===== src/rtl/mmu_sequencer_if.sv =====
// AXI-Stream result port of the matrix-multiply sequencer: one beat per result diagonal.
interface mmu_sequencer_if;
  logic tvalid;
  logic tlast;
  logic tready;

  modport master (output tvalid, output tlast, input tready);
  modport slave  (input tvalid, input tlast, output tready);
endinterface


===== src/rtl/mmu_sequencer.sv =====
// Control FSM for a SIZE x SIZE systolic matrix multiply: clear, feed N operand vectors,
// flush the skew with zeros, then stream N result diagonals over AXI-Stream.
module mmu_sequencer #(
  parameter int SIZE      = 4,
  parameter int CFG_BITS  = 3,
  parameter int ADDR_BITS = $clog2(SIZE)
) (
  input  logic                 i_clock,
  input  logic                 i_reset,
  input  logic                 i_start,
  input  logic                 i_abort,
  input  logic [CFG_BITS-1:0]  rf_matrix_size,
  output logic                 o_array_reset,
  output logic                 o_array_valid,
  output logic [ADDR_BITS-1:0] o_feed_addr,
  output logic                 o_feed_zero,
  output logic                 o_diag_shift,
  mmu_sequencer_if.master      m00_axis,
  output logic                 o_busy,
  output logic                 o_done,
  output logic                 o_err
);

  typedef enum logic [2:0] {IDLE, CLEAR, FEED, FLUSH, STREAM} state_t;

  state_t               state;
  logic [ADDR_BITS-1:0] n_m1;     // latched N-1 for the current run
  logic [ADDR_BITS:0]   cnt;      // FLUSH needs up to 2N-2 counts
  logic [ADDR_BITS-1:0] cnt_lo;

  logic                 array_reset_q;
  logic                 array_valid_q;
  logic [ADDR_BITS-1:0] feed_addr_q;
  logic                 feed_zero_q;
  logic                 tvalid_q;
  logic                 tlast_q;
  logic                 busy_q;
  logic                 done_q;
  logic                 err_q;

  // N = 2^(size+1) fits the array exactly when size+1 <= log2(SIZE).
  logic                 size_ok;
  logic [ADDR_BITS:0]   n_req;
  logic [ADDR_BITS-1:0] n_req_m1;
  logic [ADDR_BITS:0]   flush_last;
  logic                 abort_ok;

  assign size_ok    = (32'(rf_matrix_size) < ADDR_BITS);
  assign n_req      = (ADDR_BITS+1)'(1) << (rf_matrix_size + CFG_BITS'(1));
  assign n_req_m1   = ADDR_BITS'(n_req - (ADDR_BITS+1)'(1));
  assign flush_last = {n_m1, 1'b0} - (ADDR_BITS+1)'(1);
  assign cnt_lo     = cnt[ADDR_BITS-1:0];
  assign abort_ok   = i_abort && (state inside {CLEAR, FEED, FLUSH});

  // NOTE: state and every output register use non-blocking assignments so all of
  // them update together from the same pre-edge values; the async reset clears the
  // outputs too, so tvalid and busy drop the moment reset asserts.
  always_ff @(posedge i_clock or negedge i_reset) begin
    if (!i_reset) begin
      state         <= IDLE;
      n_m1          <= '0;
      cnt           <= '0;
      array_reset_q <= 1'b0;
      array_valid_q <= 1'b0;
      feed_addr_q   <= '0;
      feed_zero_q   <= 1'b0;
      tvalid_q      <= 1'b0;
      tlast_q       <= 1'b0;
      busy_q        <= 1'b0;
      done_q        <= 1'b0;
      err_q         <= 1'b0;
    end else begin
      array_reset_q <= 1'b0;
      done_q        <= 1'b0;
      err_q         <= 1'b0;

      if (abort_ok) begin
        state         <= IDLE;
        cnt           <= '0;
        array_valid_q <= 1'b0;
        feed_addr_q   <= '0;
        feed_zero_q   <= 1'b0;
        busy_q        <= 1'b0;
      end else begin
        unique case (state)
          IDLE: begin
            if (i_start) begin
              if (size_ok) begin
                state         <= CLEAR;
                n_m1          <= n_req_m1;
                cnt           <= '0;
                array_reset_q <= 1'b1;
                busy_q        <= 1'b1;
              end else begin
                err_q <= 1'b1;
              end
            end
          end

          CLEAR: begin
            state         <= FEED;
            cnt           <= '0;
            array_valid_q <= 1'b1;
            feed_addr_q   <= '0;
            feed_zero_q   <= 1'b0;
          end

          FEED: begin
            if (cnt_lo == n_m1) begin
              state       <= FLUSH;
              cnt         <= '0;
              feed_addr_q <= '0;
              feed_zero_q <= 1'b1;
            end else begin
              cnt         <= cnt + (ADDR_BITS+1)'(1);
              feed_addr_q <= cnt_lo + ADDR_BITS'(1);
            end
          end

          FLUSH: begin
            if (cnt == flush_last) begin
              state         <= STREAM;
              cnt           <= '0;
              array_valid_q <= 1'b0;
              feed_zero_q   <= 1'b0;
              tvalid_q      <= 1'b1;
              tlast_q       <= (n_m1 == '0);
            end else begin
              cnt <= cnt + (ADDR_BITS+1)'(1);
            end
          end

          STREAM: begin
            // Beat counter only moves on a handshake; tvalid stays up through stalls.
            if (m00_axis.tready) begin
              if (cnt_lo == n_m1) begin
                state    <= IDLE;
                cnt      <= '0;
                tvalid_q <= 1'b0;
                tlast_q  <= 1'b0;
                busy_q   <= 1'b0;
                done_q   <= 1'b1;
              end else begin
                cnt     <= cnt + (ADDR_BITS+1)'(1);
                tlast_q <= ((cnt_lo + ADDR_BITS'(1)) == n_m1);
              end
            end
          end

          default: state <= IDLE;
        endcase
      end
    end
  end

  assign o_array_reset   = array_reset_q;
  assign o_array_valid   = array_valid_q;
  assign o_feed_addr     = feed_addr_q;
  assign o_feed_zero     = feed_zero_q;
  assign o_busy          = busy_q;
  assign o_done          = done_q;
  assign o_err           = err_q;
  assign m00_axis.tvalid = tvalid_q;
  assign m00_axis.tlast  = tlast_q;
  assign o_diag_shift    = tvalid_q & m00_axis.tready;

endmodule


===== src/flat_wrapper.sv =====
// flat-port wrapper written by rule: the top's interface ports become plain ports
module mmu_sequencer_flat 
#(
  parameter int SIZE      = 4,
  parameter int CFG_BITS  = 3,
  parameter int ADDR_BITS = $clog2(SIZE)
)
  (i_clock, i_reset, i_start, i_abort, rf_matrix_size, o_array_reset, o_array_valid, o_feed_addr, o_feed_zero, o_diag_shift, o_busy, o_done, o_err, m00_axis_tvalid, m00_axis_tlast, m00_axis_tready);
  mmu_sequencer_if m00_axis_i ();
  input  logic i_clock;
  input  logic i_reset;
  input  logic i_start;
  input  logic i_abort;
  input  logic [CFG_BITS-1:0] rf_matrix_size;
  output logic o_array_reset;
  output logic o_array_valid;
  output logic [ADDR_BITS-1:0] o_feed_addr;
  output logic o_feed_zero;
  output logic o_diag_shift;
  output logic o_busy;
  output logic o_done;
  output logic o_err;
  output wire logic [$bits(m00_axis_i.tvalid)-1:0] m00_axis_tvalid;
  output wire logic [$bits(m00_axis_i.tlast)-1:0] m00_axis_tlast;
  input wire logic [$bits(m00_axis_i.tready)-1:0] m00_axis_tready;
  assign m00_axis_tvalid = m00_axis_i.tvalid;
  assign m00_axis_tlast = m00_axis_i.tlast;
  assign m00_axis_i.tready = m00_axis_tready;
  mmu_sequencer #(.SIZE(SIZE), .CFG_BITS(CFG_BITS), .ADDR_BITS(ADDR_BITS)) u_core (.i_clock(i_clock), .i_reset(i_reset), .i_start(i_start), .i_abort(i_abort), .rf_matrix_size(rf_matrix_size), .o_array_reset(o_array_reset), .o_array_valid(o_array_valid), .o_feed_addr(o_feed_addr), .o_feed_zero(o_feed_zero), .o_diag_shift(o_diag_shift), .m00_axis(m00_axis_i), .o_busy(o_busy), .o_done(o_done), .o_err(o_err));
endmodule

===== config.mk =====
export PLATFORM = sky130hd
export DESIGN_NAME = mmu_sequencer_flat
export DESIGN_NICKNAME = d
export VERILOG_FILES = /design/src/rtl/mmu_sequencer_if.sv /design/src/rtl/mmu_sequencer.sv /design/src/flat_wrapper.sv
export SDC_FILE = /design/constraint.sdc
export NUM_CORES = 1
export LEC_CHECK = 0
export CORE_MARGIN = 2
export CORE_UTILIZATION = 54
export CTS_BUF_LIST = sky130_fd_sc_hd__clkbuf_8
export DETAILED_ROUTE_END_ITERATION = 7
export GPL_TIMING_DRIVEN = 0
export PLACE_DENSITY_LB_ADDON = 0.3
export SLEW_MARGIN = 5
export SYNTH_ARGS = -nofsm -noshare
export SYNTH_HDL_FRONTEND = slang
export SYNTH_SLANG_ARGS = --single-unit

===== constraint.sdc =====
create_clock -name i_clock -period 2.6 [get_ports i_clock]
set_clock_uncertainty 0.1 [all_clocks]
set_input_delay 0.39 -clock i_clock [delete_from_list [all_inputs] [get_ports i_clock]]
set_output_delay 0.39 -clock i_clock [all_outputs]
set_load 0.005 [all_outputs]

==> results of run 1 <==
-- registers in the layout, summed over array words and instances (netlist names) --
register and count:
u_core.o_feed_addr 2, u_core.o_busy 1, u_core.m00_axis.tvalid 1, u_core.o_done 1
u_core.o_array_reset 1, u_core.state 3, u_core.m00_axis.tlast 1, u_core.cnt 3
u_core.o_feed_zero 1, u_core.o_array_valid 1, u_core.o_err 1, u_core.n_m1 2
-- worst paths after layout --
kind | end | slack [ns] | startpoint
worst max-delay path | u_core.m00_axis.tlast$_DFFE_PN0P_ | 0.55 | u_core.n_m1[0]$_DFFE_PN0P_
worst min-delay path | u_core.o_feed_addr[0]$_DFFE_PN0P_ | 0.39 | u_core.o_feed_addr[0]$_DFFE_PN0P_
worst max register to register | u_core.m00_axis.tlast$_DFFE_PN0P_ | 0.55 | u_core.n_m1[0]$_DFFE_PN0P_
worst min register to register | u_core.o_feed_addr[0]$_DFFE_PN0P_ | 0.39 | u_core.o_feed_addr[0]$_DFFE_PN0P_
max in group asynchronous | u_core.n_m1[0]$_DFFE_PN0P_ | 1.41 | i_reset
min in group asynchronous | u_core.state[2]$_DFFE_PN0P_ | 0.50 | i_reset
-- tightest hold or removal path, cell delays in order, from the launching register on --
cell and delay (ns):
dfrtp_1 0.35, nand2_1 0.05, o41ai_1 0.05
-- cell families (layout without fill, tap and decap cells) --
family / after synthesis / count (layout) / share of synthesized area [%]
buffers and inverters: 17 / 38 / 7.02
and+or+nand+nor: 37 / 37 / 18.6
xor gates and xnor gates: 10 / 10 / 8.46
adders and majority gates: 3 / 3 / 3.34
AOI/OAI and AO/OA: 34 / 34 / 22.5
DFF: 18 / 18 / 40.1
-- cell usage in the layout (no fill, tap or decap), types with 3 or more instances in the layout --
cell	synthesis	final
clkdlybuf4s50_1	0	18
dfrtp_1	18	18
nor2_1	9	9
inv_1	8	8
nand2_1	8	8
buf_2	6	6
a21oi_1	6	6
xor2_1	5	5
o21ai_0	5	5
xnor2_1	4	4
nor3_1	3	3
nor4_1	3	3
o22ai_1	3	3
o31ai_1	3	3
a31oi_1	3	3
o41ai_1	3	3
ha_1	3	3
clkbuf_8	0	3
-- power by group through the flow --
stage	Combinational [mW]	Sequential (mW)	Clock (mW)
global placement	0.300	0.346	0
floorplan	0.183	0.348	0
CTS	0.308	0.343	0.197
finish	0.307	0.343	0.194
global route	0.338	0.348	0.209
detailed placement	0.307	0.348	0
-- final cells by class --
class	instances	area (sq um)
repair buffers	18	180
fillers	150	583
multi-input cells	84	594
flip-flops and latches	18	450
clock buffers	3	41.3
well taps	27	33.8
plain buffers	9	48.8
inverters	8	30.0
-- per-layer routing --
metal | vias up | track usage (%) | wire length (um)
met1 | 454 | 27.3 | 1070
met2 | 29 | 38.0 | 1150
met4 | 0 | 10.6 | 60
met5 | - | 0 | 0
met3 | 9 | 2.73 | 93
li1 | 467 | - | -
==> out/qor_table.md, run 1 <==
| Quantity | This run |
|:---|:---|
| Largest net degree at the start of global routing | 19 |
| Worst Max-Slew Pin Slew | 0.795 ns |
| Filler-free cell count of the finished design | 167 |
| Largest stage delay on the critical path | 0.36 ns |
| Endpoints failing setup | 0 |
| Final standard cell area without fillers | 1380 sq um |
| Post-synth top cells | 18 x dfrtp_1, 9 x nor2_1, 8 x inv_1, 8 x nand2_1 |
| Cell type with the highest aggregate area in the netlist | dfrtp_1 |
| CTS Hold Buffers Added | 0 |
| Ant. Diodes | 0 |
| Top area cells in the synthesized netlist | dfrtp_1 40%, xor2_1 3.9%, ha_1 3.3% |
| Post-route worst hold slack | 0.388 ns |
| Chip Height | 49.6 um |
| Number of endpoints with negative hold slack in the final report | 0 |
| Cell with the largest stage delay on the worst path | nor4_2 |
| Combinational group share of total power | 36.3% |
| F_max | 489 MHz |
| Design Power | 844 uW |
| Result of the run | completed |
| Post-route setup TNS | 0 ns |
| Pwr per Cell Area | 612 nW/um^2 |
| Synth warn | 0 |
| Max capacitance violation total | 0 |
| Clock share of power | 23.0% |
| Net count of the mapped netlist | 130 |
| # H-tree levels | 1 |
| CTS root buf | clkbuf_8 |
| Flops & latches, synth | 18 |
| Post-Synthesis Mean Instance Area | 9.44 sq um |
| Number of nets with antenna violations after detailed routing | 0 |
| Post-layout util | 70.3% |
| Global-route wire length before repair | 4240 um |
| Placed Instances | 164 |
| Total congestion overflow after global routing | 0 |
| Count of flip-flops with a built-in enable after synthesis | 0 |
| Number of cells traversed by the worst register-to-register path | 7 |
| Chain of cells forming the critical path | buf_2, inv_1, ha_1, xnor2_1, nor4_2, a21oi_1, a211o_1 |
| Min cycle time layout | 2.05 ns |
| Share of the synthesized area in the top cell type | 40.1% |
| Number of standard-cell rows in the floorplan | 16 |
| Number of max-slew violations in the final report | 0 |
| Register share of total power | 40.7% |
| Total stage count of the critical path | 7 |
| CP delay by family, top | compound AO/OA/AOI/OAI gates |
| Count of input and output buffers | 18 |
| Die Width | 49.6 um |
| Detail-routed net length per standard cell | 14.2 um |
| CTS tree | done |
| Dominant register cell in the synthesized netlist | dfrtp_1 |
| Antenna violations before repair | 0 |
| Vias post-DR | 959 |
| Clock insertion delay at the later pin of the skew report | 0.25 ns |
| P_sw | 265 uW |
| Vias in the first global route | 990 |
| Die Footprint | 2460 sq um |
| CP startpoint kind | register |
| Arrival time at the worst endpoint | 2.09 ns |
| Fraction of final layout cells with drive strength greater than 1 | 13.6% |
| Detailed Place HPWL | 1840 um |
| Number of DRC violations after detailed-routing iteration 0 | 31 |
| Detailed Route WL | 2380 um |
| Total leakage power | 0.613 nW |
| Unrepaired setup endpoints after global routing | false |
| Crit path buf inv count | 2 |
| Number of iterations in the first detailed-routing pass | 4 |
| Maximum fanout count along the critical path | 6 |
| Most frequently used cell type in the post-synthesis netlist | dfrtp_1 |
| Gate count of the mapped netlist | 119 |
| Starting Density | 57.3% |
| Number of vias per cell | 5.74 |
| Post-synthesis cell area | 1120 sq um |
| Clock-pin slew reported for the worst setup and hold paths after clock tree synthesis | 0.07 ns |
| Proportion of synthesized flip-flops having asynchronous set or reset | 100% |
| Sequential fraction of the synthesis area | 40.1% |
| Number of cells traversed by the worst hold path | 2 |
| Area Overhead vs Synth | 22.7% |
| Final-stage net count | 153 |
| Min-delay worst type | reg2reg |
| Gates resized, CTS repair | 0 |
| Required time reported for the critical path endpoint | 2.64 ns |
| Clock sinks | 18 |
| Max transition margin | 46.8% |
| Final WS setup | 0.554 ns |
| DRC violations left | 0 |
| Setup Fix Bufs, Post-CTS | 0 |
| Worst IR Drop VDD | 377 uV |
| Yosys cell types | 41 |
| Total Routing Usage GR | 22.1% |
| Io pins | 19 |
| Global placement routability congestion | 0.879 |
| Worst setup EP type | register |
| Post-Place Cell Area | 1340 sq um |
| Final critical-path share of the clock period | 78.7% |
| Core ar. | 1960 sq um |
| Switching power share of the total | 31.4% |
| Internal | 579 uW |
| Worst Setup Path Type | reg2reg |
| Placement Setup Slack | 0.471 ns |
| Bufs on Longest Clock Path | 2 |
| Number of buffers added by the clock tree synthesis step | 3 |
Note: power is estimated with default switching activity, not from simulation.
==> run 2: changes to the inputs <==
Clock period 2.6 ns to 2 ns, I/O delays scaled along.
==> run 2 against run 1 <==
Sequential power increased by 30%. Setup slack got worse by 0.45 ns. Register-to-register slack got worse by 0.45 ns. Critical endpoint unchanged. Highest routed layer unchanged. Wire length increased by 7.8%. Via count increased by 2.4%.
==> out/qor_table.md, run 2 (synthesis gave the netlist of run 1 again) <==
| Quantity | This run |
|:---|:---|
| Vias in the first global route | 1,000 |
| Chain of cells forming the critical path | clkbuf_4, inv_1, ha_4, xnor2_2, nor4_4, and2_1, a211o_1 |
| Post-layout util | 71.9% |
| Max transition margin | 46.5% |
| Detailed Route WL | 2560 um |
| Antenna violations before repair | 0 |
| Max capacitance violation total | 0 |
| Cell with the largest stage delay on the worst path | dfrtp_1 |
| Final critical-path share of the clock period | 94.6% |
| Number of endpoints with negative hold slack in the final report | 0 |
| Total Routing Usage GR | 22.2% |
| Ant. Diodes | 0 |
| Unrepaired setup endpoints after global routing | false |
| Total congestion overflow after global routing | 0 |
| Launch point of the critical path | u_core.n_m1[0]$_DFFE_PN0P_ |
| Pwr per Cell Area | 808 nW/um^2 |
| Vias post-DR | 982 |
| Largest stage delay on the critical path | 0.37 ns |
| Number of standard-cell rows in the floorplan | 16 |
| Start of the worst register-to-register path | u_core.n_m1[0]$_DFFE_PN0P_ |
| Fraction of final layout cells with drive strength greater than 1 | 15.0% |
| Bufs on Longest Clock Path | 2 |
| Worst Max-Slew Pin Slew | 0.800 ns |
| Required time reported for the critical path endpoint | 2.04 ns |
| Number of max-slew violations in the final report | 0 |
| Final-stage net count | 153 |
| F_max | 528 MHz |
| Number of cells traversed by the worst register-to-register path | 7 |
| Number of DRC violations after detailed-routing iteration 0 | 31 |
| Number of vias per cell | 5.88 |
| Register-to-Register Setup Slack | 0.11 ns |
| CTS root buf | clkbuf_8 |
| # H-tree levels | 1 |
| CP startpoint kind | register |
| Io pins | 19 |
| Clock insertion delay at the later pin of the skew report | 0.25 ns |
| Global placement routability congestion | 0.879 |
| CTS tree | done |
| Area Overhead vs Synth | 25.5% |
| Die Width | 49.6 um |
| Worst setup EP type | register |
| Final WS setup | 0.108 ns |
| Total leakage power | 0.618 nW |
| Fill cell count | 152 |
| Endpoints failing setup | 0 |
| Die Footprint | 2460 sq um |
| Min cycle time layout | 1.89 ns |
| End of the critical path | u_core.m00_axis.tlast$_DFFE_PN0P_ |
| Maximum fanout count along the critical path | 6 |
| Detail-routed net length per standard cell | 15.3 um |
| Worst Setup Path Type | reg2reg |
| Number of buffers added by the clock tree synthesis step | 3 |
| Commonest non-fill, non-tap cells in the layout | 18 x clkdlybuf4s50_1, 18 x dfrtp_1, 9 x nor2_1 |
| Number of iterations in the first detailed-routing pass | 4 |
| Global-route wire length before repair | 4260 um |
| DRC violations left | 0 |
| Worst IR Drop VDD | 566 uV |
| Clock sinks | 18 |
| Chip Height | 49.6 um |
| Placement Setup Slack | -0.0389 ns |
| Result of the run | completed |
| Reg2reg end | u_core.m00_axis.tlast$_DFFE_PN0P_ |
| Count of input and output buffers | 18 |
| Starting Density | 57.3% |
| CTS Hold Buffers Added | 0 |
| Arrival time at the worst endpoint | 1.93 ns |
| Largest net degree at the start of global routing | 19 |
| Core ar. | 1960 sq um |
| Clock-pin slew reported for the worst setup and hold paths after clock tree synthesis | 0.07 ns |
| Min-delay worst type | reg2reg |
| Top flop regs | u_core.cnt (3), u_core.state (3) |
| Number of nets with antenna violations after detailed routing | 0 |
| Detailed Place HPWL | 1840 um |
[run 2: cell count changes in the layout (fill, tap and decap cells not counted), sizes merged]
cell,change
buf,-1
clkbuf,+1
[run 2: layer usage]
| layer | GRT usage, % | routed length (um) | vias to the layer above |
|---|---|---|---|
| li1 | - | - | 468 |
| met1 | 26.7 | 1070 | 459 |
| met2 | 38.2 | 1260 | 48 |
| met3 | 3.64 | 188 | 7 |
| met4 | 10.6 | 51 | 0 |
| met5 | 0 | 0 | - |
[run 2: through the flow]
stage / power [mW] / instance area, sq um / instances / hold WS [ns] / setup TNS [ns]
5_1_grt: 1.20 / 1410 / 167 / 0.422 / 0
3_5_place_dp: 0.852 / 1340 / 164 / 0.377 / -0.0719
2_1_floorplan: 0.691 / 1120 / 119 / -0.0956 / 0
6_report: 1.14 / 1410 / 167 / 0.386 / 0
4_1_cts: 1.10 / 1380 / 167 / 0.391 / 0
3_3_place_gp: 0.839 / 1340 / 164 / 0.361 / -0.0444
[run 2: worst min-delay path by stage]
stage / from / end / cells past startpoint
after floorplan: i_reset / u_core.cnt[0]$_DFFE_PN0P_ / 0
after global placement: u_core.o_feed_addr[0]$_DFFE_PN0P_ / u_core.o_feed_addr[0]$_DFFE_PN0P_ / 2
after detailed placement: u_core.o_feed_addr[0]$_DFFE_PN0P_ / u_core.o_feed_addr[0]$_DFFE_PN0P_ / 2
after CTS: u_core.o_feed_addr[0]$_DFFE_PN0P_ / u_core.o_feed_addr[0]$_DFFE_PN0P_ / 2
after global routing: u_core.o_feed_addr[1]$_DFFE_PN0P_ / u_core.o_feed_addr[1]$_DFFE_PN0P_ / 2
final: u_core.o_feed_addr[0]$_DFFE_PN0P_ / u_core.o_feed_addr[0]$_DFFE_PN0P_ / 2
[run 2: critical path: cells and delay by family, from the launching register on]
| kind | cells | cell delay [ns] |
|---|---|---|
| flops | 1 | 0.37 |
| compound gates | 1 | 0.31 |
| buf+inv | 2 | 0.29 |
| simple gates | 2 | 0.26 |
| xor+xnor | 1 | 0.23 |
| fa+ha+maj | 1 | 0.22 |
[run 2: cell type report]
cell class	count	area, sq um	share of cell area, %
Inverter	8	30.0	2.13
Tap cell	27	33.8	2.40
Buffer	9	51.3	3.64
Sequential cell	18	450	31.9
Timing Repair Buffer	18	180	12.8
Multi-Input combinational cell	84	623	44.2
Clock buffer	3	41.3	2.93
[run 2: where the power goes]
| part | leakage, nW | total, mW | switching [mW] | internal [mW] |
|---|---|---|---|---|
| clock network | 0.0216 | 0.256 | 0.122 | 0.134 |
| registers | 0.233 | 0.447 | 0.0293 | 0.418 |
| logic | 0.364 | 0.436 | 0.218 | 0.219 |
[run 2: what timing repair did]
| action | CTS | global route |
|---|---|---|
| hold endpoints to repair | 0 | 0 |
| pin swaps | 1 | 0 |
| setup endpoints to repair | 1 | 4 |
| resized for setup | 0 | 4 |
| buffers inserted | 0 | 0 |
